==> src/rtl/ifetch_prefetch_queue_pkg.sv <==
// ifetch_prefetch_queue_pkg: shared fetch state, entry type and reset PC.
package ifetch_prefetch_queue_pkg;
  typedef enum logic [1:0] {IDLE, REQ, DROP} fetch_state_t;
  localparam logic [31:0] RESET_PC_DEFAULT = 32'h0000_0060;
  typedef struct packed {
    logic [31:0] pc;
    logic [31:0] ir;
  } fetch_entry_t;
endpackage

==> src/rtl/ifetch_prefetch_queue_fifo.sv <==
// fetch_fifo: small FIFO of fetch entries; flush beats enq/deq, head holds last value when empty.
module fetch_fifo import ifetch_prefetch_queue_pkg::*; #(
  parameter int DEPTH = 4,
  parameter type T = fetch_entry_t
) (
  input  logic                     clk,
  input  logic                     rst,
  input  logic                     enq,
  input  T                         din,
  input  logic                     deq,
  input  logic                     flush,
  output T                         head,
  output logic [$clog2(DEPTH):0]   count
);
  localparam int AW = $clog2(DEPTH);
  localparam int CW = AW + 1;
  T mem [DEPTH];
  T last;
  logic [AW-1:0] rd_ptr, wr_ptr;
  logic do_enq, do_deq, empty;
  assign empty = (count == '0);
  assign do_enq = enq & ~flush & (count != CW'(DEPTH));
  assign do_deq = deq & ~flush & ~empty;
  assign head = empty ? last : mem[rd_ptr];
  always_ff @(posedge clk)
    if (do_enq) mem[wr_ptr] <= din;
  always_ff @(posedge clk or posedge rst)
    if (rst) begin
      rd_ptr <= '0;
      wr_ptr <= '0;
      count  <= '0;
      last   <= '0;
    end else begin
      last   <= head;
      rd_ptr <= flush ? '0 : rd_ptr + AW'(do_deq);
      wr_ptr <= flush ? '0 : wr_ptr + AW'(do_enq);
      count  <= flush ? '0 : count + CW'(do_enq) - CW'(do_deq);
    end
endmodule

==> src/rtl/ifetch_prefetch_queue.sv <==
// ifetch_prefetch_queue: one-outstanding sequential fetcher feeding a {pc, ir} FIFO to decode.
module ifetch_prefetch_queue import ifetch_prefetch_queue_pkg::*; #(
  parameter int          DEPTH    = 4,
  parameter logic [31:0] RESET_PC = RESET_PC_DEFAULT
) (
  input  logic                   clk,
  input  logic                   rst,
  output logic                   imem_read,
  output logic [31:0]            imem_address,
  input  logic                   imem_resp,
  input  logic [31:0]            imem_rdata,
  output logic                   if_valid,
  output logic [31:0]            if_pc,
  output logic [31:0]            if_ir,
  input  logic                   if_ready,
  input  logic                   redirect,
  input  logic [31:0]            redirect_pc,
  output logic [$clog2(DEPTH):0] count
);
  localparam int CW = $clog2(DEPTH) + 1;
  fetch_state_t state;
  fetch_entry_t din, head;
  logic [31:0] fetch_pc, target;
  logic enq, deq;
  assign target = redirect_pc & ~32'h3;
  assign enq = (state == REQ) & imem_resp & ~redirect;
  assign deq = if_valid & if_ready;
  assign din = '{pc: fetch_pc, ir: imem_rdata};
  assign imem_read = (state != IDLE);
  assign if_valid = (count != '0);
  assign if_pc = head.pc;
  assign if_ir = head.ir;
  fetch_fifo #(.DEPTH(DEPTH), .T(fetch_entry_t)) u_fifo (
    .clk(clk), .rst(rst), .enq(enq), .din(din), .deq(deq),
    .flush(redirect), .head(head), .count(count)
  );
  // a redirect while a request is in flight must still wait out that response (DROP)
  always_ff @(posedge clk or posedge rst)
    if (rst) begin
      state        <= IDLE;
      fetch_pc     <= RESET_PC;
      imem_address <= '0;
    end else begin
      fetch_pc <= redirect ? target : enq ? fetch_pc + 32'd4 : fetch_pc;
      if (state == IDLE && !redirect && count < CW'(DEPTH)) begin
        state        <= REQ;
        imem_address <= fetch_pc;
      end else if (state == REQ && redirect && !imem_resp)
        state <= DROP;
      else if (state != IDLE && imem_resp)
        state <= IDLE;
    end
endmodule

==> config.mk <==
export PLATFORM = sky130hd
export DESIGN_NAME = ifetch_prefetch_queue
export DESIGN_NICKNAME = d
export VERILOG_FILES = /design/src/rtl/ifetch_prefetch_queue_pkg.sv /design/src/rtl/ifetch_prefetch_queue_fifo.sv /design/src/rtl/ifetch_prefetch_queue.sv
export SDC_FILE = /design/constraint.sdc
export NUM_CORES = 1
export LEC_CHECK = 0
export ABC_CLOCK_PERIOD_IN_PS = 7800
export CAP_MARGIN = 30
export CORE_AREA = 2 2 187 189
export CTS_BUF_LIST = sky130_fd_sc_hd__clkbuf_8
export CTS_CLUSTER_SIZE = 10
export DETAILED_ROUTE_END_ITERATION = 8
export DIE_AREA = 0 0 189 191
export PLACE_DENSITY = 0.68
export SETUP_SLACK_MARGIN = 0.15
export SYNTH_ARGS = -nofsm -noshare
export SYNTH_HDL_FRONTEND = slang
export SYNTH_HIERARCHICAL = 1
export SYNTH_SLANG_ARGS = --single-unit
==> constraint.sdc <==
create_clock -name clk -period 7.8 [get_ports clk]
set_input_delay 2.34 -clock clk [delete_from_list [all_inputs] [get_ports clk]]
set_output_delay 2.34 -clock clk [all_outputs]
set_load 0.02 [all_outputs]
Word level (Yosys, flattened, before mapping)
Memory sizes are Yosys's and may differ from the RTL's.
Index checks and enable logic that the tools add are counted.
- register bits: 137
- bits in latches: 0
- memory bits (writable): 256
- memory bits (read-only): 0
- output and inout port bits: 101
- memories: 1
- $add $sub $neg: 5
- $mul: 0
- divide/modulo/power cells: 0
- order comparisons: 1
- eq/ne operators: 2
- shift-type cells: 0
- multiplexer cells: 11
- bitwise logic cells: 9
- reduce and logical (&&, ||, !) cells: 13
- memory list (name ; words ; width ; rd ports ; clocked after memory_dff ; wr ports ; RTL line ; source):
    u_fifo.mem ; 4 ; 64 ; 1 ; 0 ; 1 ; ifetch_prefetch_queue_fifo.sv:17 ; T mem [DEPTH];
- operators by type and width (cell ; count):
    $mux W32 ; 2
    $mux W64 ; 1
    $add A32 B3 Y32 const B ; 1
    $mux W2 ; 5
    $and A1 B1 Y1 ; 7
    $reduce_bool A3 Y1 ; 2
    $logic_and A1 B1 Y1 ; 5
    $add A2 B1 Y2 ; 2
    $reduce_bool A2 Y1 ; 2
    $add A3 B1 Y3 ; 1
    $logic_not A3 Y1 ; 1
    $lt A3 B3 Y1 const B ; 1
    $mux W3 ; 1
    $ne A3 B3 Y1 const B ; 1
    $sub A3 B1 Y3 ; 1
    $eq A2 B1 Y1 const B ; 1
    $logic_not A1 Y1 ; 2
    $logic_not A2 Y1 ; 1
    $mux W1 ; 2
    $not A1 Y1 ; 2

Longest topological paths before layout
Gate-level depths: netlist of the first run.
- depth after elaboration: 8
- mapped depth: 12
- gate-level depth less buffers: 11

Cells and area by module
Netlist of the first run, hierarchy kept.
- by module, submodules not included (module ; times used ; cells each ; area each (µm²) ; seq. area each (µm²)):
    fetch_fifo ; 1 ; 505 ; 12017.8 ; 9464.1
    ifetch_prefetch_queue ; 1 ; 298 ; 3066.7 ; 1554.0

Worst setup path before layout of the first run
Ideal clock, no wire load.
- path kind: input-to-reg
- start point: input port redirect
- end point: memory u_fifo/mem[1][0] (netlist name) (enable)
- library setup time: 666 ps
- data arrival time: 9596 ps
- required time: 7134 ps
- setup slack: -2462 ps
- cell stages on the path: 5
- buffers on the path: 2
- path through: clkbuf_1 > clkbuf_1 > nor2_1 > nand2b_1 > nor4b_1
- cells in the longest elaborated chain, start to end: 6
- ends and longest elaborated chain (item ; RTL line ; source):
    start, declared ; ifetch_prefetch_queue.sv:16 ; input logic redirect,
    $not A1 Y1 ; ifetch_prefetch_queue.sv:26 ; assign enq = (state == REQ) & imem_resp & ~redirect;
    $and A1 B1 Y1 ; ifetch_prefetch_queue.sv:26 ;
    net enq ; ifetch_prefetch_queue.sv:24 ; logic enq, deq;
    $and A1 B1 Y1 (2 in series) ; ifetch_prefetch_queue_fifo.sv:22 ; assign do_enq = enq & ~flush & (count != CW'(DEPTH));
    $mux W1 ; ifetch_prefetch_queue_fifo.sv:26 ; if (do_enq) mem[wr_ptr] <= din;
    $mux W1 (implied by the code) ; ifetch_prefetch_queue_fifo.sv:26 ;
    end, declared ; ifetch_prefetch_queue_fifo.sv:17 ;
The timed path passes the listed nets, and every way through them passes these cells.

Worst setup path after layout of the first run
- start point: register u_fifo.rd_ptr[0]
- end point: output port if_ir[0]
- cells in the longest elaborated chain, start to end: 2
- ends and longest elaborated chain (item ; RTL line ; source):
    start, declared ; ifetch_prefetch_queue_fifo.sv:19 ; logic [AW-1:0] rd_ptr, wr_ptr;
    start signal, assigned ; ifetch_prefetch_queue_fifo.sv:35 ; rd_ptr <= flush ? '0 : rd_ptr + AW'(do_deq);
    $mem_v2 Z4 W64 ; n/a ;
    $mux W64 ; ifetch_prefetch_queue_fifo.sv:24 ; assign head = empty ? last : mem[rd_ptr];
    end, declared ; ifetch_prefetch_queue.sv:14 ; output logic [31:0] if_ir,
Every way passes these cells.

==> results of run 1 <==
## critical path: stages, from the launching register on
cell and delay [ps]:
dfrtp_4 870, buf_4 520, mux4_1 610, mux2_2 280, clkdlybuf4s50_1 560
## power by group through the flow
stage	clock, W	sequential (W)	combinational (W)
after floorplan	0	0.00262	0.000548
after global placement	0	0.00259	0.00114
after detailed placement	0	0.00260	0.00115
after CTS	0.00176	0.00256	0.00116
after global routing	0.00185	0.00259	0.00121
final	0.00169	0.00256	0.00114
## path summary, 6_finish.rpt
kind | start | end | slack (ps) | cells past startpoint
min in group asynchronous | rst | u_fifo/last[54]$_DFF_PP0_ | 2230 | 2
setup reg to reg | state[1]$_DFFE_PP0P_ | u_fifo/mem[3][33]$_DFFE_PP_ | 4860 | 6
hold / removal | u_fifo/last[27]$_DFF_PP0_ | u_fifo/last[27]$_DFF_PP0_ | 490 | 1
hold reg to reg | u_fifo/last[27]$_DFF_PP0_ | u_fifo/last[27]$_DFF_PP0_ | 490 | 1
setup / recovery | u_fifo/rd_ptr[0]$_DFF_PP0_ | if_ir[0] | 2040 | 4
max in group asynchronous | rst | u_fifo/rd_ptr[1]$_DFF_PP0_ | 4470 | 3
## placed cells by master (no fill, tap or decap), types with 12 or more instances in the layout
master	instances
mux2_2	94
clkbuf_8	72
edfxtp_1	256
inv_1	42
mux4_2	61
clkdlybuf4s50_1	164
xnor2_1	12
nand2_1	28
nor2_1	26
dfrtp_1	129
o21ai_0	19
nand3_1	14
buf_4	16
## kinds of logic (layout without fill, tap and decap cells)
| logic type | Yosys count | in the layout | share of synthesized area, % |
|---|---|---|---|
| multiplexers | 160 | 160 | 16.8 |
| adder cells (fa/ha/maj) | 6 | 6 | 0.547 |
| buffers and inverters | 52 | 317 | 1.83 |
| AO/OA/AOI/OAI | 46 | 46 | 1.97 |
| other | 1 | 10 | 0.0249 |
| XOR/XNOR | 16 | 16 | 1.02 |
| flip-flops | 389 | 389 | 73.0 |
| AND/OR/NAND/NOR | 133 | 133 | 4.79 |
## area by class of cell
type	count	area (sq um)
clock buffer	72	991
clock inverter	48	262
fill	2689	15500
inverter	14	53.8
multi-input combinational	371	3870
sequential	389	11000
tap	455	569
timing repair buffer	183	1800
## metal layers
| metal | vias up | track usage (%) | part of all wire [%] |
|---|---|---|---|
| li1 | 3607 | - | - |
| met4 | 0 | 4.93 | 1.2 |
| met1 | 4023 | 22.3 | 44 |
| met3 | 28 | 3.91 | 5.2 |
| met2 | 201 | 28.3 | 50 |
| met5 | - | 0 | 0 |
## state kept, by name, summed over array words and instances (netlist names)
name / flops
imem_address: 30
fetch_pc: 30
u_fifo/count: 3
u_fifo/last: 64
state: 2
u_fifo/mem: 256
u_fifo/rd_ptr: 2
u_fifo/wr_ptr: 2
## per-stage QoR
step	hold slack, ps	power (W)	instance area (sq um)	TNS (ps)
floorplan	504	0.00317	15100	-564540
global placement	480	0.00374	17300	0
detailed placement	481	0.00375	17300	0
CTS	497	0.00548	18600	0
global route	508	0.00565	18600	0
finish	493	0.00539	18600	0
==> run summary, run 1 <==
latest clock arrival within the worst-skew pair: 580 ps
CTS resizes: 0
Util after Layout: 54.4%
# IOs: 170
critical path fanouts, max: 32
setup bufs post-CTS: 0
Sink Count: 389
Area Growth Syn to Fin: 23.1%
core region area: 34100 sq um
initial antenna violation count: 0
count leader, synth: edfxtp_1
final hold violation count: 0
Least-Margin Pin Slew: 995 ps
min Tclk post-route: 5760 ps
post-route insts no fill: 1532
CTS tree: yes
initial drt markers: 380
Port Buffer Count: 165
VDD IR max: 0.232 mV
Root Driver: clkbuf_8
combinational share of power: 21.2%
Worst Setup End Kind: primary output
H-tree lvl count: 3
pre-CTS worst setup slack: 2430 ps
Worst-path clk slew: 60 ps
synth cell count leaders: 256 x edfxtp_1, 131 x dfrtp_1, 94 x mux2_2
RSZ-0062 raised after global routing: no
number of synthesized flops with an enable pin: 256
pin count of the biggest net entering global routing: 63
Die Wd: 189 um
share of the synthesized area in the top cell type: 51.0%
Internal Pwr Total: 0.00395 W
final weighted congestion in routability-driven placement: 0.819
Setup WS post-layout: 2040 ps
WP data required: 5460 ps
Synth area leaders: edfxtp_1 51%, dfrtp_1 22%, mux4_2 9.1%
Static Leak: 6.58 nW
Yosys top cell by area: edfxtp_1
Mapped Area: 15100 sq um
First-pass DRT Iterations: 4
grt ovf: 0
fmax: 174 MHz
fraction of layout cells with a size suffix above 1: 25.3%
Global Route Usage Sum: 16.9%
critical path arrival: 3420 ps
TritonCTS buffer count: 66
Longest Clk Path Bufs: 3
first-pass GRT wire length: 46700 um
crit start category: register
vias in the first global route: 8400
sequential share of power: 47.5%
cells after synthesis: 803
Final setup viols: 0
switching part of the total: 26.8%
crit path kind: reg -> out
Via Count: 7859
clk_skew: 36.1 ps
synth unique cells: 50
status: complete, no violations
Tightest Hold Check Type: reg -> reg
hold_buf cts: 0
Yosys Warn Count: 6
final period utilization: 73.8%
die area: 36100 sq um
pwr/cell area: 290 nW/um^2
final WL: 29900 um
Max Cap Viol: 0
n_diodes: 0
synthesis-stage register bit count: 389
switching power: 0.00145 W
row count: 68
Slew Limit Fails: 0
Initial Util: 44.2%
Final nets: 1100
routed vias/inst: 5.13
slew margin rel.: 33.5%
Residual DRC: 0
dpl hpwl: 18400 um
register area share after synthesis: 73.0%
ys flop type: edfxtp_1
Clk pwr share: 31.3%
Detail Route Antenna Nets: 0
drt wl/cell: 19.5 um
mean area per synthesized cell: 18.8 sq um
die height: 191 um
fraction of registers with async set/reset: 34.2%
Inst Count DP: 1412
(Power assumes the default switching activity.)
==> run 2, diff against run 1 <==
--- a/config.mk
+++ b/config.mk
@@ -5,14 +5,14 @@
 export SDC_FILE = /design/constraint.sdc
 export NUM_CORES = 1
 export LEC_CHECK = 0
-export ABC_CLOCK_PERIOD_IN_PS = 7800
+export ABC_CLOCK_PERIOD_IN_PS = 5800
 export CAP_MARGIN = 30
 export CORE_AREA = 2 2 187 189
 export CTS_BUF_LIST = sky130_fd_sc_hd__clkbuf_8
 export CTS_CLUSTER_SIZE = 10
 export DETAILED_ROUTE_END_ITERATION = 8
 export DIE_AREA = 0 0 189 191
-export PLACE_DENSITY = 0.68
+export PLACE_DENSITY = 0.65
 export SETUP_SLACK_MARGIN = 0.15
 export SYNTH_ARGS = -nofsm -noshare
 export SYNTH_HDL_FRONTEND = slang
==> constraint.sdc (replaced) <==
create_clock -name clk -period 5.8 [get_ports clk]
set_input_delay 1.74 -clock clk [delete_from_list [all_inputs] [get_ports clk]]
set_output_delay 1.74 -clock clk [all_outputs]
set_load 0.02 [all_outputs]
==> run summary, run 2 (synthesis results as in run 1) <==
n_diodes: 0 (unchanged)
setup bufs post-CTS: 0 (unchanged)
crit start category: register
final weighted congestion in routability-driven placement: 0.755 (-7.8%)
Global Route Usage Sum: 17.0% (+0.094 points)
drt wl/cell: 19.6 um (+0.38%)
commonest non-fill, non-tap cells in the layout: 256 x edfxtp_1, 164 x clkdlybuf4s50_1, 129 x dfrtp_1, 94 x mux2_2, 70 x clkbuf_8
Final setup viols: 0 (unchanged)
switching part of the total: 27.3% (+0.51 points)
Via Count: 7973 (+1.5%)
Hold Crit Depth: 1 (unchanged)
RSZ-0062 raised after global routing: no
first-pass GRT wire length: 47100 um (+0.89%)
First-pass DRT Iterations: 4 (unchanged)
H-tree lvl count: 3 (unchanged)
Slowest-stage cell, CP: dfrtp_4
row count: 68 (unchanged)
die height: 191 um (unchanged)
post-route insts no fill: 1537 (+0.33%)
Residual DRC: 0 (unchanged)
CTS tree: yes
VDD IR max: 0.231 mV (-0.26%)
vias in the first global route: 8489 (+1.1%)
max FFs per register: 256 (unchanged)
Static Leak: 6.62 nW (+0.52%)
routed vias/inst: 5.19 (+1.1%)
latest clock arrival within the worst-skew pair: 580 ps (about the same)
die area: 36100 sq um (unchanged)
Sink Count: 389 (unchanged)
biggest regs: u_fifo/mem (256), u_fifo/last (64)
WP data required: 4060 ps (-1400 ps)
TNS Setup: 0 ps (unchanged)
cell chain of the critical path: buf_12 > mux4_1 > mux2_2 > clkdlybuf4s50_1
min Tclk post-route: 4940 ps
Crit Reg-Reg Endpoint: u_fifo/count[2]$_DFF_PP0_
Detail Route Antenna Nets: 0 (unchanged)
dpl hpwl: 18100 um (-1.4%)
critical path arrival: 3200 ps (-220 ps)
Longest Clk Path Bufs: 3 (unchanged)
Slew Limit Fails: 0 (unchanged)
reg2reg path depth: 11 (+5)
Worst-path clk slew: 60 ps (about the same)
CTS resizes: 0 (unchanged)
Final nets: 1104 (+0.36%)
hold_buf cts: 0 (unchanged)
TritonCTS buffer count: 67 (+1.5%)
switching power: 0.00197 W (+36%)
crit path kind: reg -> out
sequential share of power: 47.6% (about the same)
Hold WS: 491 ps (-1.67 ps)
Tightest Hold Check Type: reg -> reg
clk_skew: 39.3 ps (+3.19 ps)
final WL: 30200 um (+0.71%)
Least-Margin Pin Slew: 863 ps (-132 ps)
fraction of layout cells with a size suffix above 1: 25.2% (-0.12 points)
# IOs: 170 (unchanged)
critical path fanouts, max: 29 (-9.4%)
core region area: 34100 sq um (unchanged)
slew margin rel.: 42.4% (+8.9 points)
Max Cap Viol: 0 (unchanged)
Worst Setup End Kind: primary output
final hold violation count: 0 (unchanged)
FILL cells: 2725 (+1.3%)
pin count of the biggest net entering global routing: 57 (-9.5%)
most common cell after layout, fill and taps aside: edfxtp_1
final period utilization: 85.2%
Area Growth Syn to Fin: 23.4%
initial drt markers: 334 (-12%)
Internal Pwr Total: 0.00525 W (+33%)
Initial Util: 44.2% (unchanged)
pwr/cell area: 388 nW/um^2 (+34%)
status: complete, no violations
Worst Hold End: u_fifo/last[23]$_DFF_PP0_
reg2reg setup slack: 2920 ps (-1940 ps)
fmax: 202 MHz
grt ovf: 0 (unchanged)
Clk pwr share: 31.1% (-0.2 points)
Die Wd: 189 um (unchanged)
FF-to-FF Start: state[1]$_DFFE_PP0P_
Worst Min Path Start: u_fifo/last[23]$_DFF_PP0_
Port Buffer Count: 165 (unchanged)
crit-path max cell delay: 800 ps (-70 ps)
Util after Layout: 54.6% (+0.15 points)
Root Driver: clkbuf_8
Inst Count DP: 1414 (+0.14%)
initial antenna violation count: 1 (+1)
Reg with most FFs: u_fifo/mem
combinational share of power: 21.2% (about the same)
[run 2: cell count changes in the layout (fill, tap and decap cells not counted), sizes merged]
cell | previous run | this run
inv | 45 | 50
bufinv | 2 | 1
clkbuf | 72 | 70
buf | 19 | 22
clkinvlp | 4 | 1
clkinv | 11 | 14
[run 2: area by class of cell]
type	instances	area [sq um]	share of cell area (%)
clock buffer	70	963	5.17
tap	455	569	3.06
multi-input combinational	371	3890	20.9
sequential	389	11000	59.2
clock inverter	52	267	1.43
inverter	14	53.8	0.289
timing repair buffer	186	1850	9.93
[run 2: power groups by stage]
stage          Clock, W  Sequential [W]  Combinational [W]
2_1_floorplan         0         0.00352           0.000738
3_3_place_gp          0         0.00349            0.00154
3_5_place_dp          0         0.00350            0.00155
4_1_cts         0.00232         0.00345            0.00156
5_1_grt         0.00245         0.00348            0.00163
6_report        0.00225         0.00344            0.00153
[run 2: how the worst max path moves through the flow]
stage,from,to,cells past startpoint
floorplan,redirect,u_fifo/mem[1][0]$_DFFE_PP_,5
global placement,imem_resp,u_fifo/count[2]$_DFF_PP0_,12
detailed placement,imem_resp,u_fifo/count[2]$_DFF_PP0_,12
CTS,u_fifo/rd_ptr[0]$_DFF_PP0_,if_pc[31],4
global route,u_fifo/rd_ptr[0]$_DFF_PP0_,if_pc[31],4
finish,u_fifo/rd_ptr[0]$_DFF_PP0_,if_pc[31],4
[run 2: worst max-delay path, delay by kind of cell (launching register included)]
| family | cells | cell delay [ps] |
|---|---|---|
| buffers and inverters | 2 | 940 |
| multiplexers | 2 | 860 |
| flip-flops | 1 | 800 |
[run 2: metrics by stage]
step | cell area [sq um] | power [W] | setup WS [ps]
global route | 18600 | 0.00757 | 656
global placement | 17300 | 0.00502 | 1070
detailed placement | 17400 | 0.00505 | 1070
CTS | 18600 | 0.00733 | 757
floorplan | 15200 | 0.00426 | -732
finish | 18600 | 0.00722 | 859
[run 2: routing by layer]
metal	global-route usage [%]	vias to the layer above	part of all wire [%]
li1	-	3634	-
met1	22.1	4042	43
met2	28.2	235	48
met3	3.78	62	5.9
met4	6.40	0	2.3
met5	0	-	0
==> run 3, diff against run 2 <==
--- a/config.mk
+++ b/config.mk
@@ -8,11 +8,10 @@
 export ABC_CLOCK_PERIOD_IN_PS = 5800
 export CAP_MARGIN = 30
 export CORE_AREA = 2 2 187 189
-export CTS_BUF_LIST = sky130_fd_sc_hd__clkbuf_8
 export CTS_CLUSTER_SIZE = 10
 export DETAILED_ROUTE_END_ITERATION = 8
 export DIE_AREA = 0 0 189 191
-export PLACE_DENSITY = 0.65
+export PLACE_DENSITY = 0.67
 export SETUP_SLACK_MARGIN = 0.15
 export SYNTH_ARGS = -nofsm -noshare
 export SYNTH_HDL_FRONTEND = slang
==> run summary, run 3 (synthesis results as in run 1) <==
status: complete, no violations
hold_buf cts: 0 (unchanged)
setup bufs post-CTS: 0 (unchanged)
final WL: 30300 um (+0.58%)
die area: 36100 sq um (unchanged)
Residual DRC: 0 (unchanged)
RSZ-0062 raised after global routing: no
Tightest Hold Check Type: reg -> reg
Slowest-stage cell, CP: dfrtp_4
Max Cap Viol: 0 (unchanged)
crit start category: register
Final Total Pwr: 0.00756 W (+4.6%)
register area: 11000 sq um (unchanged)
FILL cells: 2672 (-1.9%)
Initial Util: 44.2% (unchanged)
# IOs: 170 (unchanged)
crit-path max cell delay: 870 ps (+70 ps)
Reg with most FFs: u_fifo/mem
clk_skew: 20.4 ps (-18.9 ps)
slew margin rel.: 43.8% (+1.4 points)
TritonCTS buffer count: 45 (-33%)
biggest regs: u_fifo/mem (256), u_fifo/last (64)
fraction of layout cells with a size suffix above 1: 23.3% (-2.0 points)
commonest non-fill, non-tap cells in the layout: 256 x edfxtp_1, 164 x clkdlybuf4s50_1, 129 x dfrtp_1, 94 x mux2_2, 61 x mux4_2
Longest Clk Path Bufs: 3 (unchanged)
H-tree lvl count: 2 (-1)
initial antenna violation count: 0 (-1)
Detail Route Antenna Nets: 0 (unchanged)
Slew Limit Fails: 0 (unchanged)
Worst Setup End Kind: primary output
Multi-input gate area: 3890 sq um (unchanged)
VDD IR max: 0.227 mV (-1.6%)
CP top delay family: buffers and inverters
Global Route Usage Sum: 17.0% (-0.026 points)
final period utilization: 85.7% (+0.49 points)
Setup WS post-layout: 830 ps (-28.5 ps)
pre-CTS worst setup slack: 1150 ps (+75.1 ps)
Sink Count: 389 (unchanged)
CTS resizes: 0 (unchanged)
final weighted congestion in routability-driven placement: 0.811 (+7.4%)
CP bufs+invs: 2 (unchanged)
max FFs per register: 256 (unchanged)
Die Wd: 189 um (unchanged)
vias in the first global route: 8200 (-3.4%)
First-pass DRT Iterations: 4 (unchanged)
critical path fanouts, max: 33 (+14%)
most common cell after layout, fill and taps aside: edfxtp_1
Worst-path clk slew: 50 ps (about the same)
Least-Margin Pin Slew: 836 ps (-27.5 ps)
fmax: 201 MHz (-0.57%)
grt ovf: 0 (unchanged)
crit path kind: reg -> out
CTS tree: yes
pin count of the biggest net entering global routing: 53 (-7.0%)
pwr/cell area: 404 nW/um^2 (+4.0%)
Area Growth Syn to Fin: 24.2%
Util after Layout: 54.9% (+0.31 points)
core region area: 34100 sq um (unchanged)
Static Leak: 6.51 nW (-1.6%)
dpl hpwl: 18600 um (+3.0%)
WP data required: 4060 ps (about the same)
die height: 191 um (unchanged)
routed vias/inst: 5.24 (+1.1%)
drt wl/cell: 20.2 um (+3.1%)
n_diodes: 0 (unchanged)
critical path arrival: 3230 ps (+30 ps)
min Tclk post-route: 4970 ps (+28.5 ps)
Via Count: 7858 (-1.4%)
latest clock arrival within the worst-skew pair: 540 ps (-40 ps)
final hold violation count: 0 (unchanged)
Final nets: 1082 (-2.0%)
Port Buffer Count: 165 (unchanged)
cell chain of the critical path: buf_4 > mux4_1 > mux2_2 > clkdlybuf4s50_1
initial drt markers: 377 (+13%)
row count: 68 (unchanged)
Root Driver: clkbuf_16
first-pass GRT wire length: 47100 um (about the same)
Final setup viols: 0 (unchanged)
## run 3: cell count changes in the layout (fill, tap and decap cells not counted), moves of 2 or more
cell / before / now
clkinv_1: 9 / 0
clkbuf_16: 0 / 47
clkbuf_8: 70 / 1
inv_1: 45 / 12
inv_8: 2 / 0
clkinv_2: 4 / 1
clkbuf_1: 0 / 34
## run 3: layout make-up
type | instances | area share, %
Timing Repair Buffer | 186 | 9.77
Sequential cell | 389 | 58.9
Clock buffer | 82 | 7.03
Multi-Input combinational cell | 371 | 20.8
Inverter | 14 | 0.287
Clock inverter | 2 | 0.207
Tap cell | 455 | 3.04
## run 3: layer usage
layer,track usage [%],vias to the layer above,share of wire (%)
met4,4.75,0,2.0
met3,3.67,43,5.4
li1,-,3567,-
met5,0,-,0
met2,28.6,195,49
met1,22.4,4053,43
## run 3: report_power, final
group          total, W  leakage, nW  internal [W]  switching, W
combinational   0.00153         1.97      0.000782      0.000752
clock           0.00258        0.645       0.00156       0.00102
sequential      0.00344         3.89       0.00329      0.000151
## run 3: path summary, 6_finish.rpt
check / slack (ps) / endpoint / depth (start not counted) / from
min in group asynchronous: 1480 / u_fifo/last[51]$_DFF_PP0_ / 2 / rst
hold / removal: 490 / u_fifo/last[47]$_DFF_PP0_ / 1 / u_fifo/last[47]$_DFF_PP0_
setup reg to reg: 2980 / u_fifo/count[2]$_DFF_PP0_ / 11 / state[1]$_DFFE_PP0P_
max in group asynchronous: 3170 / fetch_pc[6]$_DFFE_PP1P_ / 3 / rst
hold reg to reg: 490 / u_fifo/last[47]$_DFF_PP0_ / 1 / u_fifo/last[47]$_DFF_PP0_
setup / recovery: 830 / if_ir[0] / 4 / u_fifo/rd_ptr[0]$_DFF_PP0_
## run 3: stage by stage
stage                     setup TNS (ps)  hold slack (ps)  area [sq um]  cells
after floorplan                  -136880              504         15200    812
after global placement                 0              478         17300   1413
after detailed placement               0              481         17400   1414
after CTS                              0              495         18700   1498
after global routing                   0              505         18700   1499
final                                  0              491         18700   1499
## run 3: worst reg2reg max path: cells and delay by family, from the launching register on
kind,cells,cell delay [ps]
AND/OR/NAND/NOR,5,1220
adder cells (fa/ha/maj),3,760
flip-flops,1,440
XOR/XNOR,1,200
buffers and inverters,2,110
